File: config.mk
export PLATFORM = sky130hd
export DESIGN_NAME = lv_scan_reg_bist_flat
export DESIGN_NICKNAME = d
export VERILOG_FILES = /design/src/rtl/lv_scan_reg_bist_pkg.sv /design/src/rtl/lv_scan_reg_bist_if.sv /design/src/rtl/lv_scan_reg_bist.sv /design/src/flat_wrapper.sv
export SDC_FILE = /design/constraint.sdc
export NUM_CORES = 1
export LEC_CHECK = 0
export ABC_AREA = 1
export CAP_MARGIN = 20
export CORE_ASPECT_RATIO = 1.5
export CORE_UTILIZATION = 35
export CTS_CLUSTER_DIAMETER = 30
export CTS_CLUSTER_SIZE = 24
export DETAILED_ROUTE_END_ITERATION = 16
export HOLD_SLACK_MARGIN = 0.02
export REMOVE_ABC_BUFFERS = 1
export SLEW_MARGIN = 20
export SYNTH_ARGS = -nofsm -noshare
export SYNTH_HDL_FRONTEND = slang
export SYNTH_SLANG_ARGS = --single-unit
File: constraint.sdc
create_clock -name i_clk -period 1.5 [get_ports i_clk]
set_clock_uncertainty 0.1 [all_clocks]
set_input_delay 0.3 -clock i_clk [delete_from_list [all_inputs] [get_ports i_clk]]
set_output_delay 0.3 -clock i_clk [all_outputs]
set_load 0.03 [all_outputs]
File: src/rtl/lv_scan_reg_bist_pkg.sv
// Shared constants and FSM state type for the LV scan-register BIST responder.
// The controller and the register file see the same register count and base address.
package lv_bist_pkg;

    localparam int unsigned LV_SCAN_REG_NUM = 8;
    localparam int unsigned REG_DW          = 8;
    localparam int unsigned REG_AW          = 8;
    localparam logic [7:0]  SCAN_BASE_ADDR  = 8'h40;
    localparam logic [7:0]  BIST_PAT0       = 8'h55;
    localparam logic [7:0]  BIST_PAT1       = 8'hAA;

    typedef enum logic [2:0] {
        IDLE,
        RD_ORIG,
        WR_P0,
        RD_P0,
        WR_P1,
        RD_P1,
        RESTORE,
        ACK
    } state_e;

endpackage

File: src/rtl/lv_scan_reg_bist_if.sv
// Request/ack handshake with the BIST controller plus the LV register-file bus.
// The slave modport is the BIST responder; the master modport is the surrounding logic.
interface lv_scan_reg_bist_if
    import lv_bist_pkg::*;
#(
    parameter int unsigned AW = REG_AW,
    parameter int unsigned DW = REG_DW
);

    logic          i_bist_scan_reg_req;
    logic          o_scan_reg_bist_ack;
    logic          o_scan_reg_bist_err;
    logic [AW-1:0] o_reg_addr;
    logic          o_reg_rd_en;
    logic          o_reg_wr_en;
    logic [DW-1:0] o_reg_wdata;
    logic [DW-1:0] i_reg_rdata;

    modport slave (
        input  i_bist_scan_reg_req,
        input  i_reg_rdata,
        output o_scan_reg_bist_ack,
        output o_scan_reg_bist_err,
        output o_reg_addr,
        output o_reg_rd_en,
        output o_reg_wr_en,
        output o_reg_wdata
    );

    modport master (
        output i_bist_scan_reg_req,
        output i_reg_rdata,
        input  o_scan_reg_bist_ack,
        input  o_scan_reg_bist_err,
        input  o_reg_addr,
        input  o_reg_rd_en,
        input  o_reg_wr_en,
        input  o_reg_wdata
    );

endinterface

File: src/rtl/lv_scan_reg_bist.sv
// Tests one LV scan register per request: save, write/read 0x55 and 0xAA, restore, ack.
// Dropping the BIST enable mid-test always puts the saved value back before going idle.
module lv_scan_reg_bist #(
    parameter int unsigned LV_SCAN_REG_NUM = lv_bist_pkg::LV_SCAN_REG_NUM,
    parameter int unsigned REG_DW          = lv_bist_pkg::REG_DW,
    parameter int unsigned REG_AW          = lv_bist_pkg::REG_AW,
    parameter logic [REG_AW-1:0] SCAN_BASE_ADDR = REG_AW'(lv_bist_pkg::SCAN_BASE_ADDR),
    parameter logic [REG_DW-1:0] BIST_PAT0      = REG_DW'(lv_bist_pkg::BIST_PAT0),
    parameter logic [REG_DW-1:0] BIST_PAT1      = REG_DW'(lv_bist_pkg::BIST_PAT1)
) (
    input  logic                     i_clk,
    input  logic                     i_rst_n,
    input  logic                     i_bist_en,
    output logic                     o_bist_busy,
    output logic                     o_bist_done,
    lv_scan_reg_bist_if.slave        bus
);
    import lv_bist_pkg::*;

    localparam int unsigned          PTR_W   = $clog2(LV_SCAN_REG_NUM + 1);
    localparam logic [PTR_W-1:0]     PTR_END = PTR_W'(LV_SCAN_REG_NUM);

    state_e              state_q, state_d;
    logic [PTR_W-1:0]    ptr_q;
    logic [REG_DW-1:0]   orig_q;
    logic [REG_DW-1:0]   wdata_d;
    logic                err_acc_q;
    logic                abort_q;
    logic                abort_now;

    assign abort_now = !i_bist_en && (state_q inside {WR_P0, RD_P0, WR_P1, RD_P1});

    // NOTE: state elements use non-blocking assignments so every flop samples pre-edge values.
    always_ff @(posedge i_clk or negedge i_rst_n) begin
        if (!i_rst_n) state_q <= IDLE;
        else          state_q <= state_d;
    end

    // NOTE: next state defaults to the current state first, so no path can infer a latch.
    always_comb begin
        state_d = state_q;
        case (state_q)
            IDLE:    if (i_bist_en && bus.i_bist_scan_reg_req && (ptr_q < PTR_END)) state_d = RD_ORIG;
            RD_ORIG: state_d = i_bist_en ? WR_P0 : IDLE;
            WR_P0:   state_d = i_bist_en ? RD_P0 : RESTORE;
            RD_P0:   state_d = i_bist_en ? WR_P1 : RESTORE;
            WR_P1:   state_d = i_bist_en ? RD_P1 : RESTORE;
            RD_P1:   state_d = RESTORE;
            RESTORE: state_d = (i_bist_en && !abort_q) ? ACK : IDLE;
            ACK:     state_d = IDLE;
            default: state_d = IDLE;
        endcase
    end

    // abort_q remembers that RESTORE was entered to undo a pattern, not to finish a test.
    always_ff @(posedge i_clk or negedge i_rst_n) begin
        if (!i_rst_n) begin
            ptr_q     <= '0;
            orig_q    <= '0;
            err_acc_q <= 1'b0;
            abort_q   <= 1'b0;
        end else begin
            case (state_q)
                IDLE: begin
                    abort_q <= 1'b0;
                    if (!i_bist_en) begin
                        ptr_q     <= '0;
                        err_acc_q <= 1'b0;
                    end
                end
                WR_P0: orig_q <= bus.i_reg_rdata;
                WR_P1: if (bus.i_reg_rdata != BIST_PAT0) err_acc_q <= 1'b1;
                RESTORE: begin
                    if (!i_bist_en || abort_q)           err_acc_q <= 1'b0;
                    else if (bus.i_reg_rdata != BIST_PAT1) err_acc_q <= 1'b1;
                end
                ACK: begin
                    err_acc_q <= 1'b0;
                    if (i_bist_en) ptr_q <= ptr_q + PTR_W'(1);
                end
                default: ;
            endcase
            if (abort_now) abort_q <= 1'b1;
        end
    end

    always_comb begin
        wdata_d = '0;
        case (state_q)
            WR_P0:   wdata_d = BIST_PAT0;
            WR_P1:   wdata_d = BIST_PAT1;
            RESTORE: wdata_d = orig_q;
            default: ;
        endcase
    end

    assign o_bist_busy             = (state_q != IDLE);
    assign o_bist_done             = (ptr_q == PTR_END);
    assign bus.o_reg_rd_en         = state_q inside {RD_ORIG, RD_P0, RD_P1};
    assign bus.o_reg_wr_en         = state_q inside {WR_P0, WR_P1, RESTORE};
    assign bus.o_reg_wdata         = wdata_d;
    assign bus.o_reg_addr          = (state_q != IDLE) ? SCAN_BASE_ADDR + REG_AW'(ptr_q) : '0;
    assign bus.o_scan_reg_bist_ack = (state_q == ACK) && i_bist_en;
    assign bus.o_scan_reg_bist_err = (state_q == ACK) && i_bist_en && err_acc_q;

endmodule

File: src/flat_wrapper.sv
// flat-port wrapper written by rule: the top's interface ports become plain ports
module lv_scan_reg_bist_flat import lv_bist_pkg::*;
#(
    parameter int unsigned LV_SCAN_REG_NUM = lv_bist_pkg::LV_SCAN_REG_NUM,
    parameter int unsigned REG_DW          = lv_bist_pkg::REG_DW,
    parameter int unsigned REG_AW          = lv_bist_pkg::REG_AW,
    parameter logic [REG_AW-1:0] SCAN_BASE_ADDR = REG_AW'(lv_bist_pkg::SCAN_BASE_ADDR),
    parameter logic [REG_DW-1:0] BIST_PAT0      = REG_DW'(lv_bist_pkg::BIST_PAT0),
    parameter logic [REG_DW-1:0] BIST_PAT1      = REG_DW'(lv_bist_pkg::BIST_PAT1)
)
  (i_clk, i_rst_n, i_bist_en, o_bist_busy, o_bist_done, bus_i_bist_scan_reg_req, bus_i_reg_rdata, bus_o_scan_reg_bist_ack, bus_o_scan_reg_bist_err, bus_o_reg_addr, bus_o_reg_rd_en, bus_o_reg_wr_en, bus_o_reg_wdata);
  lv_scan_reg_bist_if bus_i ();
  input  logic i_clk;
  input  logic i_rst_n;
  input  logic i_bist_en;
  output logic o_bist_busy;
  output logic o_bist_done;
  input wire logic [$bits(bus_i.i_bist_scan_reg_req)-1:0] bus_i_bist_scan_reg_req;
  input wire logic [$bits(bus_i.i_reg_rdata)-1:0] bus_i_reg_rdata;
  output wire logic [$bits(bus_i.o_scan_reg_bist_ack)-1:0] bus_o_scan_reg_bist_ack;
  output wire logic [$bits(bus_i.o_scan_reg_bist_err)-1:0] bus_o_scan_reg_bist_err;
  output wire logic [$bits(bus_i.o_reg_addr)-1:0] bus_o_reg_addr;
  output wire logic [$bits(bus_i.o_reg_rd_en)-1:0] bus_o_reg_rd_en;
  output wire logic [$bits(bus_i.o_reg_wr_en)-1:0] bus_o_reg_wr_en;
  output wire logic [$bits(bus_i.o_reg_wdata)-1:0] bus_o_reg_wdata;
  assign bus_i.i_bist_scan_reg_req = bus_i_bist_scan_reg_req;
  assign bus_i.i_reg_rdata = bus_i_reg_rdata;
  assign bus_o_scan_reg_bist_ack = bus_i.o_scan_reg_bist_ack;
  assign bus_o_scan_reg_bist_err = bus_i.o_scan_reg_bist_err;
  assign bus_o_reg_addr = bus_i.o_reg_addr;
  assign bus_o_reg_rd_en = bus_i.o_reg_rd_en;
  assign bus_o_reg_wr_en = bus_i.o_reg_wr_en;
  assign bus_o_reg_wdata = bus_i.o_reg_wdata;
  lv_scan_reg_bist #(.LV_SCAN_REG_NUM(LV_SCAN_REG_NUM), .REG_DW(REG_DW), .REG_AW(REG_AW), .SCAN_BASE_ADDR(SCAN_BASE_ADDR), .BIST_PAT0(BIST_PAT0), .BIST_PAT1(BIST_PAT1)) u_core (.i_clk(i_clk), .i_rst_n(i_rst_n), .i_bist_en(i_bist_en), .o_bist_busy(o_bist_busy), .o_bist_done(o_bist_done), .bus(bus_i));
endmodule
==> PnR_summary.wiki, run 1 <==
{| class="wikitable"
! Metric !! Value
|-
| Result of the run || complete, but fails checks
|-
| Violated checks || setup timing
|-
| Std-Cell Core Area || 2880 um^2
|-
| Min-Delay Path Class || in2async
|-
| Category of the worst setup path capture point || primary output
|-
| Source-to-sink clock delay at the later pin of the worst-skew pair || 260 ps
|-
| Sum of net half-perimeters after detailed placement || 2.02 mm
|-
| Detailed-route via count || 1133
|-
| Die boundary width || 46.8 um
|-
| Arrival time of data at the critical path endpoint || 1260 ps
|-
| End of the worst register-to-register path || u_core.state_q[0]$_DFFE_PN0P_
|-
| Max cap viols || 0
|-
| Power per cell area || 2120 nW/um^2
|-
| Reg-to-reg slack, setup || 0 ps
|-
| Congestion Overflow GR || 0
|-
| Post-synthesis average cell area || 6.93 um^2
|-
| Number of sinks driven by the clock tree || 17
|-
| TritonCTS clock tree || done
|-
| Number of DRC markers in iteration 0 || 14
|-
| Pin count of the biggest net entering global routing || 18
|-
| Number of endpoints failing setup at the final stage || 20
|-
| Setup repair after global routing missed its margin || true
|-
| Clock transition at the registers of the reported paths || 70 ps
|-
| Distinct cell type count of the synthesized netlist || 22
|-
| Tmin final || 1660 ps
|-
| Global-route usage over all layers || 19.1%
|-
| Worst VDD drop || 1450 uV
|-
| Number of buffers created by CTS || 3
|-
| I/O Buffers || 30
|-
| Worst EP required || 1100 ps
|-
| Netlist area before placement || 1050 um^2
|-
| Met3 track demand over resource in global routing || 2.34%
|-
| Share of total power in the clock network || 9.6%
|-
| End-of-flow core utilization || 60.0%
|-
| Wire length of the first global-routing pass || 4.56 mm
|-
| Max H-tree Level || 1
|-
| Smallest setup slack after layout || -163 ps
|-
| Fin crit share || 111%
|-
| Die ar. || 3240 um^2
|-
| Total wire length || 2.74 mm
|-
| Final number of hold-violating endpoints || 0
|-
| Max Fclk || 601 MHz
|-
| Number of nets in the layout || 223
|-
| # diodes || 0
|-
| Number of placed I/O pins || 34
|-
| Vertical die dimension || 69.2 um
|-
| Antenna Violating Nets Remaining || 0
|-
| Path type of the worst setup path || reg2out
|-
| Effective utilization at floorplan || 36.5%
|-
| Number of core rows || 24
|-
| Kind of start point of the critical path || flip-flop
|-
| Layout overhead on the synthesized area || 64.1%
|-
| Count of cells along the worst register-to-register path || 7
|-
| Post-synthesis sequential element count || 17
|-
| Launching element of the worst setup path || u_core.state_q[0]$_DFFE_PN0P_
|-
| Maximum number of buffers from clock root to sink || 2
|-
| Source of the worst register-to-register timing path || u_core.state_q[0]$_DFFE_PN0P_
|-
| Leakage power figure || 0.896 nW
|-
| Slew Viols, Final || 0
|-
| Combinational cell fraction of total power || 68.2%
|-
| Area contributors post-synth || sky130_fd_sc_hd__dfrtp_1 40%, sky130_fd_sc_hd__nand2_1 19%, sky130_fd_sc_hd__nor2_1 8.6%
|-
| Fraction of post-synthesis cell area in the top cell type by area || 40.4%
|-
| Vias/cell || 4.59
|-
| Count of unresolved DRC violations after routing || 0
|-
| Cells after Synth || 152
|-
| Power Total || 3.67 mW
|-
| GR Util met1 || 22.5%
|-
| Via count of the first global-routing pass || 1085
|-
| Switching Share || 47.0%
|-
| Net switching component of the power || 1.72 mW
|-
| Root buf cell || sky130_fd_sc_hd__clkbuf_8
|-
| Ratio of cells with drive above 1 in the final layout || 39.9%
|-
| Initial antenna violation count || 0
|-
| Crit Path Max Fanout || 6
|-
| DR pass1 iterations || 5
|-
| Detail-routed net length per standard cell || 11.1 um
|-
| Yosys warnings || 0
|-
| Busiest grt layer || met2
|-
| Reg power frac || 22.2%
|-
| Cell internal power dissipation || 1.94 mW
|-
| GPL Wtd Cong || 0.807
|-
| CP endpoint || bus_o_reg_wdata[2]
|-
| Top cell type by total area after synthesis || sky130_fd_sc_hd__dfrtp_1
|-
| Sequential fraction of the synthesis area || 40.4%
|-
| Global-route met2 utilization || 33.0%
|}
through the flow:
stage	hold WS (ps)	area (um^2)	setup TNS, ps	std cells	setup slack, ps
3_5_place_dp	360	1400	-814	228	-206
5_1_grt	287	1730	-3450	247	-222
6_report	267	1730	-2370	247	-163
4_1_cts	278	1580	-2280	243	-169
3_3_place_gp	359	1400	-649	228	-188
2_1_floorplan	-95.6	1020	-1460	149	-246
cell usage in the layout (no fill, tap or decap), types with 3 or more instances in the layout:
cell type                         instances
sky130_fd_sc_hd__inv_4                    3
sky130_fd_sc_hd__buf_6                   15
sky130_fd_sc_hd__nand3_1                  4
sky130_fd_sc_hd__conb_1                   3
sky130_fd_sc_hd__dfrtp_1                 14
sky130_fd_sc_hd__nand2_2                 10
sky130_fd_sc_hd__nor2_2                   4
sky130_fd_sc_hd__nand2_1                 41
sky130_fd_sc_hd__dfrtp_2                  3
sky130_fd_sc_hd__o21ai_2                  3
sky130_fd_sc_hd__a21oi_1                  5
sky130_fd_sc_hd__inv_2                    3
sky130_fd_sc_hd__clkdlybuf4s50_1         10
sky130_fd_sc_hd__o21ai_0                  5
sky130_fd_sc_hd__nor2_1                  19
sky130_fd_sc_hd__clkbuf_8                 3
sky130_fd_sc_hd__nor2_4                   3
sky130_fd_sc_hd__nand2_4                  3
sky130_fd_sc_hd__inv_1                   13
sky130_fd_sc_hd__buf_4                   27
critical path, stage by stage, from the launching register on:
cell and delay, ps:
sky130_fd_sc_hd__dfrtp_2 470, sky130_fd_sc_hd__nor2_4 220, sky130_fd_sc_hd__nand2_4 110, sky130_fd_sc_hd__nand2_2 80
sky130_fd_sc_hd__buf_6 130
cells by family after synthesis:
| family | count (synthesis) | synth area share [%] |
|---|---|---|
| AO/OA/AOI/OAI | 20 | 11.0 |
| adder cells (fa/ha/maj) | 2 | 2.37 |
| buffers and inverters | 25 | 11.0 |
| AND/OR/NAND/NOR | 87 | 34.8 |
| other | 1 | 0.356 |
| flip-flops | 17 | 40.4 |
cells in the mapped netlist, drive strengths merged:
master and number:
nor2 26, dfrtp 17, nand4 1, buf 5
inv 20, o211ai 1, nand3 5, conb 1
a31oi 2, a21oi 6, nand2 54, o2111ai 1
o21ai 10, nor3 1, ha 2
metal layers:
layer  up-vias  part of all wire [%]
li1        576                     -
met1       518                    39
met2        34                    56
met3         5                   3.7
met4         0                   2.0
met5         -                     0
how the worst min path moves through the flow:
stage,from,to,slack [ps]
4_1_cts,i_rst_n,u_core.orig_q[3]$_DFFE_PN0N_,280
2_1_floorplan,i_rst_n,u_core.abort_q$_DFFE_PN0P_,-100
5_1_grt,i_rst_n,u_core.orig_q[3]$_DFFE_PN0N_,290
3_3_place_gp,u_core.err_acc_q$_DFFE_PN0P_,u_core.err_acc_q$_DFFE_PN0P_,360
3_5_place_dp,u_core.err_acc_q$_DFFE_PN0P_,u_core.err_acc_q$_DFFE_PN0P_,360
6_report,i_rst_n,u_core.orig_q[3]$_DFFE_PN0N_,270
power groups by stage:
stage               Clock, mW  Sequential [mW]  Combinational [mW]
finish                  0.351            0.815                2.50
global route            0.381            0.835                2.70
CTS                     0.358            0.801                2.17
floorplan                   0            0.759                1.18
detailed placement          0            0.773                1.85
global placement            0            0.770                1.83
state kept, by name, summed over array words and instances, names as in the netlist:
name	flops
u_core.abort_q	1
u_core.err_acc_q	1
u_core.orig_q	8
u_core.ptr_q	4
u_core.state_q	3
repair_timing:
action,in CTS,in global routing
endpoints found under the setup margin,19,29
pin swaps,5,7
buffers inserted,11,3
gates resized for setup,23,33
hold buffers,0,0
endpoints found under the hold margin,0,0
cloned,0,1
final cells by class:
| cell class | count | area [um^2] |
|---|---|---|
| Tap cell | 39 | 48.8 |
| Fill cell | 285 | 1150 |
| Timing Repair Buffer | 55 | 520 |
| Multi-Input combinational cell | 112 | 597 |
| Inverter | 20 | 87.6 |
| Clock buffer | 3 | 41.3 |
| Sequential cell | 17 | 429 |
| Clock inverter | 1 | 5.00 |
(Power assumes the default switching activity.)
==> inputs of run 2 (changes only) <==
PLACE_DENSITY = 0.72   (was unset)
==> PnR_summary.wiki, run 2 (synthesized netlist as in run 1, its figures left out) <==
{| class="wikitable"
! Metric !! Value
|-
| Leakage power figure || 0.921 nW
|-
| Setup repair after global routing missed its margin || true
|-
| Global-route usage over all layers || 19.4%
|-
| Number of nets in the layout || 231
|-
| Largest incremental delay on the critical path || 420 ps
|-
| Power per cell area || 2150 nW/um^2
|-
| Arrival time of data at the critical path endpoint || 1270 ps
|-
| Fill cell total of the finished layout || 246
|-
| Min-Delay Path Class || in2async
|-
| Area of combinational cells with multiple inputs || 608 um^2
|-
| Detail-routed net length per standard cell || 12.0 um
|-
| Top register by number of flip-flops || u_core.orig_q
|-
| Switching Share || 46.4%
|-
| Most common cell after layout, fill and taps aside || sky130_fd_sc_hd__nand2_1
|-
| Smallest setup slack after layout || -170 ps
|-
| Die boundary width || 46.8 um
|-
| Number of endpoints failing setup at the final stage || 20
|-
| Max cap viols || 0
|-
| Number of placed I/O pins || 34
|-
| Layout overhead on the synthesized area || 70.1%
|-
| Max H-tree Level || 1
|-
| GPL Wtd Cong || 0.781
|-
| DR pass1 iterations || 10
|-
| Clock transition at the registers of the reported paths || 70 ps
|-
| Critical path cell sequence || inv_2 > buf_4 > nor2_1 > nor2_1 > buf_4
|-
| Slew Viols, Final || 0
|-
| Initial antenna violation count || 0
|-
| Number of buffers created by CTS || 3
|-
| Vias/cell || 4.71
|-
| Category of the worst setup path capture point || primary output
|-
| Net switching component of the power || 1.79 mW
|-
| Buf/Inv on CP || 3
|-
| Wire length of the first global-routing pass || 4.78 mm
|-
| Std-Cell Core Area || 2880 um^2
|-
| Sequential cell area || 428 um^2
|-
| Kind of start point of the critical path || flip-flop
|-
| Violated checks || DRC, setup timing
|-
| Result of the run || complete, but fails checks
|-
| Vertical die dimension || 69.2 um
|-
| Family with the most delay on the worst path || buffers and inverters
|-
| Slowest cell on crit path || sky130_fd_sc_hd__dfrtp_1
|-
| Maximum number of buffers from clock root to sink || 2
|-
| Final Instance Area || 1790 um^2
|-
| Detailed-route via count || 1201
|-
| Total wire length || 3.07 mm
|-
| # diodes || 0
|-
| Pin count of the biggest net entering global routing || 18
|-
| Sum of net half-perimeters after detailed placement || 1.95 mm
|-
| Source-to-sink clock delay at the later pin of the worst-skew pair || 250 ps
|-
| Number of core rows || 24
|-
| Max Fclk || 599 MHz
|-
| Flip-flop count of the largest register after layout || 8
|-
| Count of unresolved DRC violations after routing || 1
|-
| I/O Buffers || 30
|-
| Worst EP required || 1100 ps
|-
| Final-layout worst hold slack || 276 ps
|-
| Reg power frac || 21.1%
|-
| Tmin final || 1670 ps
|-
| Combinational cell fraction of total power || 69.8%
|-
| Effective utilization at floorplan || 36.5%
|-
| Crit Path Max Fanout || 4
|-
| Congestion Overflow GR || 0
|-
| Final number of hold-violating endpoints || 0
|-
| Ratio of cells with drive above 1 in the final layout || 42.1%
|-
| Antenna Violating Nets Remaining || 0
|-
| Regs by FF count || u_core.orig_q: 8 flops, u_core.ptr_q: 4 flops, u_core.state_q: 3 flops
|-
| Share of total power in the clock network || 9.1%
|-
| Path type of the worst setup path || reg2out
|-
| Via count of the first global-routing pass || 1200
|-
| Number of sinks driven by the clock tree || 17
|-
| Dpl cell area || 1380 um^2
|-
| Die ar. || 3240 um^2
|-
| Fin crit share || 111%
|-
| Commonest non-fill, non-tap cells in the layout || 41 x sky130_fd_sc_hd__nand2_1, 34 x sky130_fd_sc_hd__buf_4, 20 x sky130_fd_sc_hd__nor2_1
|-
| Worst VDD drop || 1030 uV
|-
| Number of DRC markers in iteration 0 || 44
|-
| TritonCTS clock tree || done
|-
| Root buf cell || sky130_fd_sc_hd__clkbuf_8
|-
| Cell internal power dissipation || 2.07 mW
|}
## run 2: final timing paths
path | slack [ps] | from | cells after the start | to
setup / recovery | -170 | u_core.state_q[1]$_DFFE_PN0P_ | 5 | bus_o_reg_wdata[1]
hold / removal | 280 | i_rst_n | 2 | u_core.abort_q$_DFFE_PN0P_
setup reg to reg | -30 | u_core.state_q[1]$_DFFE_PN0P_ | 8 | u_core.state_q[0]$_DFFE_PN0P_
hold reg to reg | 380 | u_core.err_acc_q$_DFFE_PN0P_ | 2 | u_core.err_acc_q$_DFFE_PN0P_
max in group asynchronous | 810 | i_rst_n | 2 | u_core.state_q[2]$_DFFE_PN0P_
min in group i_clk | 380 | u_core.err_acc_q$_DFFE_PN0P_ | 2 | u_core.err_acc_q$_DFFE_PN0P_
## run 2: timing repair
item                                    in CTS  in global routing
pin swaps                                    3                  5
buffers inserted                            18                 10
gates resized for setup                     39                 22
endpoints found under the setup margin      19                 30
hold endpoints to repair                     0                  0
hold buffers                                 0                  0
## run 2: layout make-up
type | instances | area share (%)
flip-flops and latches | 17 | 23.9
inverters | 20 | 5.03
multi-input cells | 112 | 33.9
well taps | 39 | 2.72
clock inverters | 1 | 0.279
clock buffers | 3 | 2.30
repair buffers | 63 | 31.8
## run 2: metal layers
metal	up-vias	wire, um	global-route usage, %
met2	25	1830	36.4
met1	575	1120	20.6
li1	596	-	-
met5	-	0	0
met3	5	79	1.04
met4	0	40	7.30
## run 2: stage by stage
stage | std cells | setup slack [ps] | TNS (ps) | util (%) | power, mW
2_1_floorplan | 149 | -246 | -1460 | - | 1.94
3_3_place_gp | 226 | -228 | -681 | 47.9 | 2.55
3_5_place_dp | 226 | -214 | -732 | 47.9 | 2.58
4_1_cts | 247 | -183 | -2460 | 57.5 | 3.52
5_1_grt | 255 | -222 | -3450 | 62.2 | 4.09
6_report | 255 | -170 | -2390 | 62.2 | 3.86
## run 2: power groups by stage
stage | registers, mW | logic, mW | clock network [mW]
2_1_floorplan | 0.759 | 1.18 | 0
3_3_place_gp | 0.771 | 1.78 | 0
3_5_place_dp | 0.780 | 1.80 | 0
4_1_cts | 0.798 | 2.37 | 0.348
5_1_grt | 0.832 | 2.88 | 0.375
6_report | 0.812 | 2.69 | 0.351
==> inputs of run 3 (changes only) <==
==> constraint.sdc (replaced) <==
create_clock -name i_clk -period 1.5 [get_ports i_clk]
set_clock_uncertainty 0.1 [all_clocks]
set_input_delay 0.45 -clock i_clk [delete_from_list [all_inputs] [get_ports i_clk]]
set_output_delay 0.45 -clock i_clk [all_outputs]
set_load 0.03 [all_outputs]
==> PnR_summary.wiki, run 3 (synthesized netlist as in run 1, its figures left out) <==
{| class="wikitable"
! Metric !! Value
|-
| Number of placed I/O pins || 34
|-
| Largest incremental delay on the critical path || 420 ps
|-
| Power per cell area || 2150 nW/um^2
|-
| Tmin final || 1910 ps
|-
| Global-route usage over all layers || 20.7%
|-
| Path type of the worst setup path || reg2out
|-
| Congestion Overflow GR || 0
|-
| Final number of hold-violating endpoints || 0
|-
| DR pass1 iterations || 10
|-
| Total wire length || 3.13 mm
|-
| Crit Path Max Fanout || 6
|-
| Fin crit share || 127%
|-
| Smallest setup slack after layout || -408 ps
|-
| Worst setup slack after placement || -553 ps
|-
| Leakage power figure || 0.933 nW
|-
| Slew Viols, Final || 0
|-
| Vertical die dimension || 69.2 um
|-
| Number of DRC markers in iteration 0 || 17
|-
| Pin count of the biggest net entering global routing || 18
|-
| Sequential cell area || 428 um^2
|-
| Layout overhead on the synthesized area || 73.8%
|-
| Via count of the first global-routing pass || 1232
|-
| Root buf cell || sky130_fd_sc_hd__clkbuf_8
|-
| Wire length of the first global-routing pass || 4.91 mm
|-
| Setup repair after global routing missed its margin || true
|-
| Maximum number of buffers from clock root to sink || 2
|-
| Min-Delay Path Class || reg2reg
|-
| Combinational cell fraction of total power || 70.5%
|-
| Max Fclk || 524 MHz
|-
| Number of core rows || 24
|-
| Max H-tree Level || 1
|-
| Flip-flop count of the largest register after layout || 8
|-
| Number of sinks driven by the clock tree || 17
|-
| Share of total power in the clock network || 9.2%
|-
| Detailed-route via count || 1208
|-
| Violated checks || DRC, setup timing
|-
| Ratio of cells with drive above 1 in the final layout || 45.5%
|-
| Commonest non-fill, non-tap cells in the layout || 40 x sky130_fd_sc_hd__nand2_1, 37 x sky130_fd_sc_hd__buf_4, 18 x sky130_fd_sc_hd__nor2_1, 18 x sky130_fd_sc_hd__buf_6, 15 x sky130_fd_sc_hd__dfrtp_1
|-
| Number of endpoints failing setup at the final stage || 29
|-
| Result of the run || complete, but fails checks
|-
| TritonCTS clock tree || done
|-
| Source-to-sink clock delay at the later pin of the worst-skew pair || 260 ps
|-
| Reg-to-reg slack, setup || -180 ps
|-
| # diodes || 0
|-
| Reg power frac || 20.4%
|-
| Regs by FF count || u_core.orig_q: 8 flops, u_core.ptr_q: 4 flops, u_core.state_q: 3 flops
|-
| GPL Wtd Cong || 0.798
|-
| Die boundary width || 46.8 um
|-
| Kind of start point of the critical path || flip-flop
|-
| Switching Share || 46.1%
|-
| Antenna Violating Nets Remaining || 0
|-
| Count of unresolved DRC violations after routing || 1
|-
| Area of combinational cells with multiple inputs || 621 um^2
|-
| Number of buffers created by CTS || 3
|-
| Max cap viols || 0
|-
| Worst EP required || 950 ps
|-
| End-of-flow core utilization || 63.5%
|-
| Initial antenna violation count || 0
|-
| Cell internal power dissipation || 2.12 mW
|-
| Number of buffers added to fix hold violations after cts || 0
|-
| I/O Buffers || 30
|-
| Critical path cell sequence || inv_2 > nor2_4 > nand2_4 > nand2_1 > buf_6
|-
| Top register by number of flip-flops || u_core.orig_q
|-
| Fill cell total of the finished layout || 261
|-
| Worst hold path startpoint || u_core.err_acc_q$_DFFE_PN0P_
|-
| Std-Cell Core Area || 2880 um^2
|-
| Arrival time of data at the critical path endpoint || 1360 ps
|-
| Final-layout worst hold slack || 375 ps
|-
| Category of the worst setup path capture point || primary output
|-
| Vias/cell || 4.66
|-
| Sum of net half-perimeters after detailed placement || 2.05 mm
|-
| Effective utilization at floorplan || 36.5%
|-
| Die ar. || 3240 um^2
|-
| Detail-routed net length per standard cell || 12.1 um
|-
| Number of nets in the layout || 235
|-
| Launching element of the worst setup path || u_core.state_q[1]$_DFFE_PN0P_
|-
| Slowest cell on crit path || sky130_fd_sc_hd__dfrtp_1
|-
| Clock transition at the registers of the reported paths || 70 ps
|-
| Source of the worst register-to-register timing path || u_core.state_q[1]$_DFFE_PN0P_
|-
| Worst VDD drop || 1350 uV
|-
| Most common cell after layout, fill and taps aside || sky130_fd_sc_hd__nand2_1
|-
| Net switching component of the power || 1.81 mW
|}
[run 3: changes by cell type in the layout (fill, tap and decap cells not counted), sizes merged]
cell	before	now
buf	52	56
clkbuf	3	4
inv	20	19
clkinv	1	0
clkinvlp	0	1
[run 3: worst max-delay path: cells and delay by family (launching register included)]
family | cells | cell delay [ps]
buffers and inverters | 2 | 230
flip-flops | 1 | 420
AND/OR/NAND/NOR | 3 | 430
[run 3: cell type report]
| cell class | instances | area share, % |
|---|---|---|
| clock buffers | 4 | 2.46 |
| well taps | 39 | 2.67 |
| flip-flops and latches | 17 | 23.4 |
| inverters | 20 | 4.58 |
| repair buffers | 67 | 33.0 |
| multi-input cells | 112 | 33.9 |
[run 3: power groups by stage]
stage          Clock, mW  Combinational (mW)  Sequential, mW
6_report           0.360                2.77           0.801
3_5_place_dp           0                1.95           0.779
5_1_grt            0.381                2.96           0.819
4_1_cts            0.362                2.36           0.786
2_1_floorplan          0                1.18           0.759
3_3_place_gp           0                1.91           0.771
[run 3: worst paths after layout]
check,endpoint,cells after the start
max in group asynchronous,u_core.state_q[2]$_DFFE_PN0P_,2
setup / recovery,bus_o_reg_wdata[4],5
hold reg to reg,u_core.err_acc_q$_DFFE_PN0P_,2
setup reg to reg,u_core.state_q[0]$_DFFE_PN0P_,8
hold / removal,u_core.err_acc_q$_DFFE_PN0P_,2
min in group asynchronous,u_core.abort_q$_DFFE_PN0P_,2
[run 3: per-stage QoR]
step                      area [um^2]  cells  TNS (ps)  power, mW
final                            1830    259     -6550       3.93
after global placement           1450    235     -3150       2.68
after detailed placement         1450    235     -3750       2.73
after global routing             1830    259     -7980       4.16
after floorplan                  1020    149     -3360       1.94
after CTS                        1670    251     -5330       3.51
[run 3: timing repair]
| item | 4_1_cts | 5_1_grt |
|---|---|---|
| setup endpoints to repair | 21 | 30 |
| setup buffers | 12 | 10 |
| gates resized for setup | 26 | 38 |
| cloned | 0 | 0 |
| pin swaps | 4 | 9 |
[run 3: routing by layer]
layer / global-route usage (%) / vias up / part of all wire [%]
li1: - / 600 / -
met1: 21.2 / 564 / 35
met2: 37.2 / 33 / 58
met3: 2.60 / 11 / 3.2
met4: 10.8 / 0 / 4.0
met5: 0 / - / 0
